### src/rtl/sar_search_ctrl.sv
// Successive-approximation search controller: binary-searches 0..2^W-1 through an external g/e/l comparator.
// Optional macro SAR_SETTLE_EN inserts one SETTLE cycle after every probe update (registered comparator).
module sar_search_ctrl #(
  parameter int W = 4
) (
  input  logic         clk,
  input  logic         rst_n,
  input  logic         start,
  input  logic         g,
  input  logic         e,
  input  logic         l,
  output logic [W-1:0] probe,
  output logic         busy,
  output logic         done,
  output logic [W-1:0] result,
  output logic         found,
  output logic         err
);

  typedef enum logic [1:0] {S_IDLE, S_COMP, S_SETTLE, S_DONE} state_t;

`ifdef SAR_SETTLE_EN
  localparam state_t S_PROBE = S_SETTLE;
`else
  localparam state_t S_PROBE = S_COMP;
`endif

  localparam logic [W-1:0] ONE     = W'(1);
  localparam logic [W-1:0] ALL_ONE = '1;

  state_t         state_q, state_d;
  logic [W-1:0]   probe_q, probe_d;
  logic [W-1:0]   lo_q, lo_d;
  logic [W-1:0]   hi_q, hi_d;
  logic [W-1:0]   result_q, result_d;
  logic           found_q, found_d;
  logic           err_q, err_d;
  logic [1:0]     ncode;
  logic [W-1:0]   p_inc, p_dec;

  // Midpoint with a W+1-bit sum so lo+hi cannot overflow.
  function automatic logic [W-1:0] mid_of(input logic [W-1:0] a, input logic [W-1:0] b);
    logic [W:0] s;
    s = {1'b0, a} + {1'b0, b};
    return s[W:1];
  endfunction

  assign ncode = {1'b0, g} + {1'b0, e} + {1'b0, l};
  assign p_inc = probe_q + ONE;
  assign p_dec = probe_q - ONE;

  always_comb begin
    state_d  = state_q;
    probe_d  = probe_q;
    lo_d     = lo_q;
    hi_d     = hi_q;
    result_d = result_q;
    found_d  = found_q;
    err_d    = err_q;
    case (state_q)
      S_IDLE: begin
        if (start) begin
          lo_d    = '0;
          hi_d    = ALL_ONE;
          probe_d = ALL_ONE >> 1;
          found_d = 1'b0;
          err_d   = 1'b0;
          state_d = S_PROBE;
        end
      end
      S_COMP: begin
        // Exhausted-range checks precede the step so probe+-1 never wraps.
        if (ncode != 2'd1) begin
          result_d = probe_q;
          err_d    = 1'b1;
          found_d  = 1'b0;
          state_d  = S_DONE;
        end else if (e) begin
          result_d = probe_q;
          found_d  = 1'b1;
          state_d  = S_DONE;
        end else if (g) begin
          if (probe_q == hi_q) begin
            result_d = probe_q;
            found_d  = 1'b0;
            state_d  = S_DONE;
          end else begin
            lo_d    = p_inc;
            probe_d = mid_of(p_inc, hi_q);
            state_d = S_PROBE;
          end
        end else begin
          if (probe_q == lo_q) begin
            result_d = probe_q;
            found_d  = 1'b0;
            state_d  = S_DONE;
          end else begin
            hi_d    = p_dec;
            probe_d = mid_of(lo_q, p_dec);
            state_d = S_PROBE;
          end
        end
      end
`ifdef SAR_SETTLE_EN
      S_SETTLE: state_d = S_COMP;
`endif
      S_DONE:  state_d = S_IDLE;
      default: state_d = S_IDLE;
    endcase
  end

  always_ff @(posedge clk or negedge rst_n) begin
    if (!rst_n) begin
      state_q  <= S_IDLE;
      probe_q  <= '0;
      lo_q     <= '0;
      hi_q     <= '0;
      result_q <= '0;
      found_q  <= 1'b0;
      err_q    <= 1'b0;
    end else begin
      state_q  <= state_d;
      probe_q  <= probe_d;
      lo_q     <= lo_d;
      hi_q     <= hi_d;
      result_q <= result_d;
      found_q  <= found_d;
      err_q    <= err_d;
    end
  end

  assign probe  = probe_q;
  assign busy   = (state_q == S_COMP) || (state_q == S_SETTLE);
  assign done   = (state_q == S_DONE);
  assign result = result_q;
  assign found  = found_q;
  assign err    = err_q;

endmodule
### config.mk
export PLATFORM = sky130hd
export DESIGN_NAME = sar_search_ctrl
export DESIGN_NICKNAME = d
export VERILOG_FILES = /design/src/rtl/sar_search_ctrl.sv
export SDC_FILE = /design/constraint.sdc
export NUM_CORES = 1
export LEC_CHECK = 0
export BUFFER_PORTS_ARGS = -buffer_cell sky130_fd_sc_hd__buf_2
export CAP_MARGIN = 20
export CORE_MARGIN = 3
export CORE_UTILIZATION = 52
export CTS_CLUSTER_DIAMETER = 100
export DETAILED_ROUTE_END_ITERATION = 6
export PLACE_DENSITY = 0.75
export SYNTH_ARGS = -nofsm -noshare
export SYNTH_HDL_FRONTEND = slang
export SYNTH_SLANG_ARGS = --single-unit
export TNS_END_PERCENT = 20
### constraint.sdc
create_clock -name clk -period 1.9 [get_ports clk]
set_input_delay 0.38 -clock clk [delete_from_list [all_inputs] [get_ports clk]]
set_output_delay 0.38 -clock clk [all_outputs]
set_load 0.05 [all_outputs]
==> impl_results.md <==
- H-tree depth: 1
- Clk slew on worst S/H paths: roughly 0.13 ns
- CTS Sinks: 20
- Worst hold path type: in2async
- RSZ-0062 raised after global routing: true
- Core Box Area: 0.00257 sq mm
- Post-layout worst setup margin: -0.0932 ns
- Endpoints failing hold: 12
- Largest net degree at the start of global routing: 21
- Die Y: approximately 60 um
- Register bit total from synthesis: 20
- Cell Rows: 18
- Hold Slack: -0.00712 ns
- Final Skew: roughly 0.0086 ns
- Post-Synthesis Cells: approximately 140
- DRC violations left: 0
- Cell area after synthesis: about 0.0015 sq mm
- Num CTS Buffers: 3
- Chip width: ~59 um
- Wirelength per Cell: roughly 17 um
- Vias in the first global route: between 1,000 and 1,500
- Total Nets Final: 202
- GRT Util Overall: between 20 and 25%
- Failing checks: hold timing, setup timing
- Startpoint Class: flip-flop
- Worst skew pair latency: 0.32 ns
- Initial antenna violation count: 0
- Final Cycle Share: 105%
- Routed wire length: approximately 3.6 mm
- CP delay by family, top: flip-flops
- Synth Net Count: between 150 and 200
- Io pins: 18
- Max-cap violations: 0
- CP Class: reg2reg
- Slew HR: 68.4%
- Initial Util: between 50 and 60%
- Seq/Total Area, Yosys: 34.2%
- Die area: around 0.0035 sq mm
- Required time of the critical path: ~2.1 ns
- Vias: 1,202
- Async S/R FF share, synth: 100%
- Dpl ws: -0.463 ns
- Worst path slowest cell: dfrtp_2
- Clk buf depth: 2
- Dpl hpwl: roughly 2.6 mm
- Share of cells above drive strength 1: between 40% and 50%
- Most common flop cell mapped by yosys: dfrtp_1
- Buf/Inv on CP: 1
- Synthesized area per cell: 10.4 sq um
- Grt ovf: 0
- Post-synth EDFFs: 0
- Worst EP arrival: 2.21 ns
- CP peak stage delay: ~0.46 ns
- Port bufs: 17
- Fmax: about 500 MHz
- # setup viols final: 8
- Outcome: finished with violations
- Initial DRC count: 61
- Root Driver: clkbuf_4
- First-pass GRT wire length: roughly 5.4 mm
- Detail Route Antenna Nets: 0
- CTS tree: built
- Post-synth cell types: 35
- Number of fill cells: about 160
- Area grow syn2layout: 34.9%
- Vias per inst: 5.81
- Final Wtd Congestion: 0.893
- Diodes inserted: 0
- Worst Path Max Fanout: 4
- FF-to-FF setup slack: -0.09 ns
- Slew @ Worst Pin: ~0.47 ns
- CP Capture Type: flip-flop
- Final min period: roughly 2 ns
- DRT Pass-1 Iters: 4
- Critical path, cell by cell: buf_4, nor3_1, xor2_1, ha_1, xnor2_1, mux2i_1, o31a_1
- Yosys warns: 0
- Final Max Tran Viols: 0
==> logic make-up (layout without fill, tap and decap cells) <==
kind of cell,Yosys count,in the layout,synth area share (%)
compound gates,25,25,12.5
xor+xnor,14,14,8.38
fa+ha+maj,18,18,16.9
buf+inv,14,50,5.47
flops,20,20,34.2
mux,12,12,8.97
simple gates,38,38,13.6
==> synth_stat cells, types with 2 or more instances <==
| cell | instances | area share [%] |
|---|---|---|
| buf_2 | 3 | 1.0 |
| nand3b_1 | 2 | 1.0 |
| inv_1 | 8 | 2.1 |
| a21oi_1 | 10 | 3.4 |
| fa_1 | 3 | 4.1 |
| a21o_1 | 2 | 1.0 |
| mux2i_1 | 6 | 4.1 |
| o21ai_0 | 4 | 1.4 |
| nor2_1 | 6 | 1.5 |
| nand2_1 | 13 | 3.3 |
| o31a_1 | 2 | 1.2 |
| clkbuf_8 | 2 | 1.9 |
| ha_1 | 15 | 13 |
| nor2b_1 | 2 | 0.85 |
| nand2b_1 | 2 | 0.85 |
| xnor2_1 | 10 | 6.0 |
| mux2_2 | 5 | 3.8 |
| xor2_1 | 4 | 2.4 |
| dfrtp_1 | 20 | 34 |
| nand4_1 | 2 | 0.85 |
| nor3_1 | 3 | 1.0 |
| nand3_1 | 4 | 1.4 |
==> flip-flops by register name, summed over array words and instances, names as in the netlist <==
signal / count
err: 1
found: 1
hi_q: 4
lo_q: 4
probe: 4
result: 4
state_q: 2
==> final timing paths <==
path | startpoint | to | cells after the start
min reg2reg | result[1] | result[1] | 1
max in group asynchronous | rst_n | probe[0] | 1
max | probe[0] | probe[2] | 7
min in group clk | start | state_q[1] | 4
max reg2reg | probe[0] | probe[2] | 7
min | rst_n | err | 1
==> layer usage <==
layer  track usage [%]  vias to the layer above  part of all wire [%]
met3              2.40                        9                   4.3
met2              33.8                       39                    52
met5                 0                        -                     0
met1              26.0                      597                    42
li1                  -                      557                     -
met4              10.0                        0                   2.2
==> cell usage in the layout, fill, tap and decap left out, drive strengths merged, types with 3 or more instances in the layout <==
cell,n
inv,8
clkbuf,3
nand2,13
buf,38
xor2,4
nand4,3
o21ai,5
xnor2,10
a21oi,11
mux2i,6
nand3,4
nor2,6
fa,3
nor3,3
mux2,6
ha,15
dfrtp,20
==> metrics by stage <==
step | hold WS (ns) | cell area, sq um | utilization [%] | cells | setup TNS [ns]
finish | -0.00712 | 1970 | 76.9 | 207 | -0.284
global route | 0.0105 | 1970 | 76.9 | 207 | -0.672
CTS | 0.00604 | 1820 | 70.9 | 206 | -0.325
detailed placement | 0.365 | 1710 | 66.6 | 201 | -6.18
global placement | 0.355 | 1710 | 66.6 | 201 | -5.33
floorplan | 0.0844 | 1500 | - | 141 | -1.83
==> timing repair <==
action	4_1_cts	5_1_grt
pin swaps	7	8
gates resized for setup	9	22
hold buffers	0	0
buffers inserted	1	1
endpoints found under the setup margin	13	13
hold endpoints to repair	0	0
==> cell type report <==
| cell class | count | area, sq um | area share, % |
|---|---|---|---|
| timing repair buffer | 38 | 260 | 13.2 |
| tap | 30 | 37.5 | 1.90 |
| clock inverter | 1 | 30.0 | 1.52 |
| multi-input combinational | 107 | 1090 | 55.2 |
| inverter | 8 | 30.0 | 1.52 |
| clock buffer | 3 | 22.5 | 1.14 |
| sequential | 20 | 504 | 25.5 |
Power is left out: the tool's default activity adds up to more than one toggle a clock period on the data nets, which glitch-free logic cannot reach.
